**config.mk**
```make
export PLATFORM = sky130hd
export DESIGN_NAME = stopwatch_set_fsm
export DESIGN_NICKNAME = d
export VERILOG_FILES = /design/src/rtl/stopwatch_set_fsm.sv
export SDC_FILE = /design/constraint.sdc
export NUM_CORES = 1
export LEC_CHECK = 0
export ABC_CLOCK_PERIOD_IN_PS = 3700
export BUFFER_PORTS_ARGS = -buffer_cell sky130_fd_sc_hd__buf_2
export CELL_PAD_IN_SITES_DETAIL_PLACEMENT = 0
export CELL_PAD_IN_SITES_GLOBAL_PLACEMENT = 1
export CORE_ASPECT_RATIO = 1.4
export CORE_MARGIN = 1
export CORE_UTILIZATION = 50
export CTS_BUF_LIST = sky130_fd_sc_hd__clkbuf_8
export CTS_CLUSTER_DIAMETER = 100
export DETAILED_ROUTE_END_ITERATION = 10
export GPL_TIMING_DRIVEN = 0
export HOLD_SLACK_MARGIN = 0.03
export MAX_ROUTING_LAYER = met4
export PLACE_DENSITY = 0.92
export SLEW_MARGIN = 20
export SYNTH_ARGS = -nofsm -noshare
export SYNTH_HDL_FRONTEND = slang
export SYNTH_SLANG_ARGS = --single-unit
export TNS_END_PERCENT = 100
```
**constraint.sdc**
```tcl
create_clock -name clk_i -period 3.7 [get_ports clk_i]
set_input_delay 0 -clock clk_i [delete_from_list [all_inputs] [get_ports clk_i]]
set_output_delay 0 -clock clk_i [all_outputs]
set_load 0.1 [all_outputs]
```
**src/rtl/stopwatch_set_fsm.sv**
```systemverilog
// stopwatch_set_fsm: walks the set button through DIGITS edit fields and turns
// the change button into one-hot increment strobes with hold-to-auto-repeat.
module stopwatch_set_fsm #(
   parameter int DIGITS         = 4,
   parameter int REPEAT_DELAY   = 50_000_000,
   parameter int REPEAT_PERIOD  = 10_000_000,
   parameter int TIMEOUT_CYCLES = 500_000_000,
   localparam int FW = $clog2(DIGITS + 1)
) (
   input  logic              clk_i,
   input  logic              rstn_i,
   input  logic              dev_run_i,
   input  logic              set_i,
   input  logic              start_i,
   input  logic              change_i,
   output logic [FW-1:0]     field_o,
   output logic [DIGITS-1:0] inc_o,
   output logic              editing_o
);
   localparam int RMAX = REPEAT_DELAY > REPEAT_PERIOD ? REPEAT_DELAY : REPEAT_PERIOD;
   localparam int RW   = $clog2(RMAX + 1);
   localparam int TW   = TIMEOUT_CYCLES > 0 ? $clog2(TIMEOUT_CYCLES + 1) : 1;

   logic [FW-1:0]     field_q, field_d;
   logic [DIGITS-1:0] inc_q, inc_d;
   logic              editing_q, change_q, armed_q, armed_d;
   logic [RW-1:0]     rep_q, rep_d;
   logic [TW-1:0]     to_q, to_d;
   logic              in_edit, set_acc, rise, tmo, stay;

   always_comb begin
      in_edit = field_q != '0 && field_q <= FW'(DIGITS);
      set_acc = set_i && !start_i;
      rise    = change_i && !change_q;
      tmo     = TIMEOUT_CYCLES != 0 && to_q == TW'(TIMEOUT_CYCLES);
      if (!in_edit)
         field_d = (field_q == '0 && set_acc && !dev_run_i) ? FW'(1) : '0;
      else if (dev_run_i)
         field_d = '0;
      else if (set_acc)
         field_d = field_q == FW'(DIGITS) ? '0 : field_q + 1'b1;
      else
         field_d = tmo ? '0 : field_q;
      stay    = in_edit && field_d == field_q;
      inc_d   = '0;
      armed_d = 1'b0;
      rep_d   = '0;
      // rep_q counts down to the next repeat strobe; any field change leaves it disarmed
      if (stay && rise) begin
         inc_d   = DIGITS'(1) << (field_q - 1'b1);
         armed_d = 1'b1;
         rep_d   = RW'(REPEAT_DELAY - 1);
      end else if (stay && armed_q && change_i) begin
         armed_d = 1'b1;
         if (rep_q == '0) begin
            inc_d = DIGITS'(1) << (field_q - 1'b1);
            rep_d = RW'(REPEAT_PERIOD - 1);
         end else begin
            rep_d = rep_q - 1'b1;
         end
      end
      to_d = (stay && inc_d == '0) ? (to_q == TW'(TIMEOUT_CYCLES) ? to_q : to_q + 1'b1) : '0;
   end

   always_ff @(posedge clk_i or negedge rstn_i) begin
      if (!rstn_i) begin
         field_q   <= '0;
         inc_q     <= '0;
         editing_q <= 1'b0;
         change_q  <= 1'b0;
         armed_q   <= 1'b0;
         rep_q     <= '0;
         to_q      <= '0;
      end else begin
         field_q   <= field_d;
         inc_q     <= inc_d;
         editing_q <= field_d != '0;
         change_q  <= change_i;
         armed_q   <= armed_d;
         rep_q     <= rep_d;
         to_q      <= to_d;
      end
   end

   assign field_o   = field_q;
   assign inc_o     = inc_q;
   assign editing_o = editing_q;
endmodule

```
==> results.tsv, run 1 <==
metric	value	unit
Power, Total	1.66	mW
CTS Buf Count	9	
max-slew violations	0	
Final HPWL DP	5640	um
Fmax achieved	311	MHz
vias in the first global route	2918	
peak fanout along the critical path	10	
Fin Setup TNS	0	ns
flops & latches, synth	65	
met2 Use GR	38.7	%
Slew headroom	57.3	%
Crit path required time	3.90	ns
Die Wd	75.1	um
sequential area share after synthesis	43.5	%
CORE AREA	7310	um^2
kind of critical path	reg -> reg	
Sink Count	65	
GRT busiest layer	met2	
status	finished clean	
fin nets	431	
worst hold path class	in -> async	
reg-to-reg slack, setup	0.48	ns
Non-Filler Instances	517	
antenna violations before repair	0	
post-CTS setup buffer count	0	
I/O pin total	14	
Int Pwr	1.17	mW
CP Capture Type	flip-flop	
Syn Inst Count	389	
crit share post-route	87.0	%
Synth Area per Inst	9.62	um^2
synthesized area	3740	um^2
met1 usage	23.9	%
CTS Root Cell	clkbuf_8	
Comb power frac	19.8	%
slew of the pin with the lowest slew margin	0.635	ns
number of fill cells	667	
crit path launch	field_o[0]$_DFF_PN0_	
die area	7840	um^2
Routed WL	7750	um
post-placement cell area	3950	um^2
largest net degree at the start of global routing	36	
Worst Clk Skew	0.00986	ns
Seq pwr share	44.4	%
Vias	2933	
CTS tree	done	
diodes inserted	0	
layout cells sized above 1	12.4	%
post-route ant nets	0	
VDD IR max	266	uV
number of flops mapped to enable cells by yosys	0	
fin area	4160	um^2
first-pass GRT wire length	12900	um
multi-input logic area	1930	um^2
row count	37	
Worst EP arrival	3.42	ns
gpl congestion	0.837	
DR vias/cell	5.67	
Startpoint Class	flip-flop	
IO Port Bufs	12	
Tmin final	3.22	ns
CTS H-tree depth	3	
main flop type after synthesis	dfrtp_1	
Yosys Warn Count	0	
Initial Util	51.2	%
max_cap viols	0	
Netlist cell types	56	
syn_nets	405	
Net Sw Power	0.488	mW
ys async rst share	100	%
DRC Markers	0	
final hold violations	0	
dpl cells	499	
Sequential Area	1630	um^2
gr usage total	22.0	%
P&R area growth vs syn	11.2	%
grt ovf	0	
leakage	1.71	nW
Routed WL per cell	15.0	um
clock-pin slew on the worst setup and hold paths	0.07	ns
proportion of power drawn by the clock network	35.7	%
pwr dens	399	nW/um^2
initial drt markers	152	
met3 Use GR	2.42	%
clock buffer depth	2	
RSZ-0062 raised after global routing	no	
Post-CTS Resized	0	
Pre-antenna DRT Iters	4	
# setup viols final	0	
switching share of power	29.4	%
worst reg2reg startpoint	field_o[0]$_DFF_PN0_	
Die H	104	um
Worst-Skew Late Latency	0.34	ns
==> stage by stage <==
step	util [%]	hold slack [ns]	worst slack, ns
2_1_floorplan	-	-0.296	0.298
3_3_place_gp	53.6	0.160	0.430
3_5_place_dp	54.0	-0.0441	0.403
4_1_cts	56.9	0.121	0.402
5_1_grt	56.9	0.171	0.0272
6_report	56.9	0.128	0.482
==> worst max-delay path, cell delays in order, from the launching register on <==
cell and delay (ns):
dfrtp_1 0.48, inv_1 0.13, ha_1 0.28, ha_1 0.24, or2_2 0.31, a2111oi_0 0.41, o21ai_0 0.20, nand3_1 0.14
clkbuf_1 0.37, clkbuf_1 0.41, nor3_1 0.12
==> synth_stat cells, types with 2 or more instances <==
master	count	area share, %
and4_1	6	1.4
inv_1	16	1.6
clkbuf_1	11	1.1
nand3_1	16	2.1
nand2_1	24	2.4
xor2_1	13	3.0
a21oi_1	14	1.9
or3_1	4	0.67
nand4_1	9	1.5
clkbuf_8	2	0.74
or2_2	2	0.33
a211oi_1	4	0.80
nor4bb_1	4	1.1
nand4b_1	4	0.94
a2111oi_0	2	0.47
mux2_2	2	0.60
buf_2	3	0.40
nor2_1	21	2.1
o21ai_0	9	1.2
nor3_1	55	7.4
and2_1	2	0.33
nor4_1	9	1.5
nor4_4	3	1.7
buf_6	2	0.60
o31a_1	2	0.47
and4b_1	2	0.53
dfrtp_1	65	43
and3_1	3	0.50
nor2b_1	4	0.67
or4_4	3	0.90
xnor2_1	32	7.5
ha_1	10	3.3
a311oi_1	5	1.2
o31ai_1	2	0.40
nand2b_1	3	0.50
==> layer usage <==
metal  vias up  part of all wire (%)
li1       1460                     -
met5         -                     0
met1      1426                    42
met2        37                    54
met4         0                   1.6
met3        10                   1.9
==> path summary, 6_finish.rpt <==
kind | to | cells after the start
hold reg to reg | to_q[24]$_DFFE_PN0P_ | 2
setup reg to reg | to_q[20]$_DFFE_PN0P_ | 10
max in group asynchronous | to_q[24]$_DFFE_PN0P_ | 3
setup / recovery | to_q[20]$_DFFE_PN0P_ | 10
min in group clk_i | field_o[0]$_DFF_PN0_ | 3
hold / removal | rep_q[17]$_DFF_PN0_ | 2
==> power by group through the flow <==
stage / registers (mW) / logic [mW] / clock network (mW)
floorplan: 0.773 / 0.227 / 0
global placement: 0.751 / 0.320 / 0
detailed placement: 0.752 / 0.328 / 0
CTS: 0.738 / 0.332 / 0.606
global route: 0.740 / 0.362 / 0.633
finish: 0.738 / 0.330 / 0.594
==> logic make-up after synthesis <==
group / count (synthesis) / share of synthesized area (%)
adders and majority gates: 10 / 3.34
DFF: 65 / 43.5
AOI/OAI and AO/OA: 48 / 8.63
xor gates and xnor gates: 45 / 10.5
and+or+nand+nor: 181 / 28.1
muxes: 3 / 0.869
buffers and inverters: 37 / 5.05
==> timing repair <==
item,4_1_cts,5_1_grt
hold endpoints to repair,66,0
endpoints found under the setup margin,0,0
hold buffers,2,0
==> state kept, by name, indices dropped and copies added (netlist names) <==
register / count
armed_q: 1
change_q: 1
editing_o: 1
field_o: 3
inc_o: 4
rep_q: 26
to_q: 29
==> final cells by class <==
type                       instances  share of cell area, %
clock buffer                      10                   3.31
clock inverter                     6                   1.41
sequential                        65                   39.1
buffer                            21                   3.10
multi-input combinational        287                   46.3
tap                               97                   2.92
timing repair buffer              15                   2.46
inverter                          16                   1.44
==> cell usage in the layout (no fill, tap or decap), types with 10 or more instances in the layout <==
cell	instances
dfrtp_1	65
nor3_1	55
xnor2_1	32
nand2_1	24
nor2_1	21
inv_1	17
nand3_1	16
a21oi_1	14
buf_2	14
xor2_1	13
clkbuf_8	12
clkbuf_1	11
ha_1	10
Note: power is estimated with default switching activity, not from simulation.
==> run 2, diff against run 1 <==
ABC_AREA = 1   (was default)
CORE_UTILIZATION = 48   (was 50)
GPL_ROUTABILITY_DRIVEN = 1   (was default)
PLACE_DENSITY = 0.93   (was 0.92)
SKIP_CTS_REPAIR_TIMING = 1   (was default)
==> run 2 against run 1 <==
  * Critical path depth rose by 8
  * Hold slack got worse by 0.028 ns
  * Sequential cell count unchanged
==> results.tsv, run 2 <==
metric	value	unit	change
final hold violations	0		unchanged
clock-pin slew on the worst setup and hold paths	0.07	ns	about the same
status	finished clean		
ys async rst share	100	%	unchanged
flops & latches, synth	65		unchanged
number of fill cells	704		+5.5%
RSZ-0062 raised after global routing	no		
first-pass GRT wire length	12400	um	-4.5%
peak per-stage delay on the critical path	0.47	ns	about the same
Final HPWL DP	5330	um	-5.5%
worst hold path class	in -> async		
Netlist cell types	31		-45%
CTS Root Cell	clkbuf_8		
# setup viols final	0		unchanged
Yosys top cell area share	44.5	%	+1.0 points
Routed WL	7090	um	-8.5%
gpl congestion	0.823		-1.7%
Critical R2R Capture	to_q[19]$_DFFE_PN0P_		
Crit path required time	3.92	ns	+0.02 ns
number of flops mapped to enable cells by yosys	0		unchanged
Syn Inst Count	467		+20%
peak fanout along the critical path	10		unchanged
clock buffer depth	2		unchanged
worst-path cell chain	inv_1 -> ha_1 -> ha_1 -> inv_1 -> nor2_1 -> o21ai_0 -> inv_1 -> nand3_1 -> nand2_1 -> nand2_1 -> nor2_4 -> nand2_2 -> nand2_2 -> o31ai_1 -> nand2_1 -> buf_6 -> buf_8 -> nor2_2		
slew of the pin with the lowest slew margin	0.704	ns	+0.0692 ns
CP Capture Type	flip-flop		
DR vias/cell	4.81		-15%
pwr dens	431	nW/um^2	+7.9%
commonest non-fill, non-tap cell in the layout	nor2_1		
Fmax achieved	362	MHz	+17%
post-route ant nets	0		unchanged
P&R area growth vs syn	11.3	%	about the same
vias in the first global route	2917		-0.034%
Sink Count	65		unchanged
worst setup path end	to_q[19]$_DFFE_PN0P_		
I/O pin total	14		unchanged
Fin Setup TNS	0	ns	unchanged
Startpoint Class	flip-flop		
crit share post-route	74.7	%	-12 points
main flop type after synthesis	dfrtp_1		
Synth Area per Inst	7.83	um^2	-19%
diodes inserted	0		unchanged
top-count cell post-synth	nor2_1		
leakage	2.03	nW	+19%
Slew headroom	52.6	%	-4.7 points
CTS Buf Count	9		unchanged
DRC Markers	0		unchanged
crit path launch	field_o[1]$_DFF_PN0_		
initial drt markers	113		-26%
Tmin final	2.76	ns	-0.456 ns
max-slew violations	0		unchanged
grt ovf	0		unchanged
largest cells by area after synthesis	dfrtp_1 (45%), nor2_1 (9.9%), nand2_1 (9.0%)		
multi-input logic area	1760	um^2	-8.8%
VDD IR max	283	uV	+6.3%
Routed WL per cell	11.9	um	-21%
slowest stage cell, crit path	dfrtp_1		
die area	7970	um^2	+1.7%
CORE AREA	7360	um^2	+0.63%
gr usage total	20.8	%	-1.2 points
largest net degree at the start of global routing	44		+22%
Yosys Warn Count	0		unchanged
most frequent cells in the layout	nor2_1 (96), nand2_1 (88), dfrtp_1 (65), inv_1 (57), xor2_1 (27)		
synth cell count leaders	nor2_1 (96), nand2_1 (88), dfrtp_1 (65), inv_1 (56), xor2_1 (27)		
Sequential Area	1630	um^2	unchanged
fin nets	511		+19%
Most flops, register	to_q		
kind of critical path	reg -> reg		
Pre-antenna DRT Iters	4		unchanged
CTS tree	done		
max_cap viols	0		unchanged
reg-to-reg slack, setup	0.94	ns	+0.46 ns
synthesized area	3650	um^2	-2.3%
layout cells sized above 1	12.6	%	+0.22 points
Yosys top cell by area	dfrtp_1		
Worst Clk Skew	0.00696	ns	-0.00290 ns
Largest register FFs	29		unchanged
Die H	105	um	+0.84%
Die Wd	75.7	um	+0.84%
Initial Util	49.7	%	-1.5 points
Worst-Skew Late Latency	0.34	ns	about the same
row count	37		unchanged
Power, Total	1.75	mW	+5.4%
antenna violations before repair	0		unchanged
CTS H-tree depth	3		unchanged
syn_nets	483		+19%
Vias	2869		-2.2%
Worst EP arrival	2.98	ns	-0.44 ns
sequential area share after synthesis	44.5	%	+1.0 points
IO Port Bufs	13		+1
worst reg2reg startpoint	field_o[1]$_DFF_PN0_		
R2R depth	18		+8
-- run 2: cell types whose count changed after synthesis, moves of 5 or more --
| cell | before | now |
|---|---|---|
| inv_2 | 0 | 7 |
| a311oi_1 | 5 | 0 |
| inv_1 | 16 | 56 |
| clkbuf_1 | 11 | 1 |
| nor2_1 | 21 | 96 |
| xor2_1 | 13 | 27 |
| nor4_1 | 9 | 4 |
| a21oi_1 | 14 | 8 |
| nor3_1 | 55 | 12 |
| and4_1 | 6 | 0 |
| nor2_2 | 0 | 11 |
| nand2_1 | 24 | 88 |
| o21ai_0 | 9 | 18 |
| xnor2_1 | 32 | 12 |
-- run 2: worst min-delay path by stage --
stage,startpoint,endpoint,slack [ns],cells past startpoint
final,rstn_i,to_q[26]$_DFFE_PN0P_,0.1,2
after global routing,rstn_i,to_q[7]$_DFFE_PN0P_,0.14,2
after detailed placement,rstn_i,to_q[26]$_DFFE_PN0P_,-0.08,1
after CTS,rstn_i,to_q[26]$_DFFE_PN0P_,-0.45,1
after global placement,change_i,change_q$_DFF_PN0_,0.14,1
after floorplan,rstn_i,armed_q$_DFF_PN0_,-0.30,0
-- run 2: critical path, delay by kind of cell, from the launching register on --
kind / cells / cell delay [ns]
and+or+nand+nor: 9 / 0.88
buffers and inverters: 5 / 0.62
DFF: 1 / 0.47
AOI/OAI and AO/OA: 2 / 0.17
adders and majority gates: 2 / 0.53
-- run 2: metrics by stage --
stage	worst slack (ns)	cells	util, %	hold WS [ns]	area [um^2]
after floorplan	0.498	467	-	-0.296	3650
after global placement	0.966	577	52.2	0.138	3840
after detailed placement	0.930	578	52.5	-0.0799	3860
after CTS	0.913	594	54.8	-0.449	4040
after global routing	0.686	597	55.2	0.138	4070
final	0.938	597	55.2	0.0997	4070
-- run 2: logic make-up (layout without fill, tap and decap cells) --
logic type / count (synthesis) / after routing / share of synthesized area (%)
XOR/XNOR: 39 / 39 / 9.35
flip-flops: 65 / 65 / 44.5
AND/OR/NAND/NOR: 253 / 253 / 30.3
AO/OA/AOI/OAI: 32 / 32 / 4.72
multiplexers: 1 / 1 / 0.274
adder cells (fa/ha/maj): 10 / 10 / 3.42
buffers and inverters: 67 / 100 / 7.43
-- run 2: power by group --
part	switching, mW	leakage [nW]	internal (mW)
clock	0.277	0.0826	0.241
sequential	0.0194	0.902	0.731
combinational	0.318	1.05	0.165
-- run 2: area by class of cell --
| cell class | count | share of cell area, % |
|---|---|---|
| tap | 97 | 2.98 |
| buffer | 4 | 0.862 |
| multi-input combinational | 335 | 43.2 |
| clock buffer | 9 | 3.05 |
| sequential | 65 | 40.0 |
| inverter | 63 | 5.82 |
| timing repair buffer | 17 | 2.89 |
| clock inverter | 7 | 1.20 |
-- run 2: layer usage --
metal	routed length, um	vias to the layer above	GRT usage (%)
met5	0	-	-
met4	89	0	6.35
met3	201	8	4.59
met2	3700	34	35.0
met1	3100	1320	24.1
li1	-	1507	-
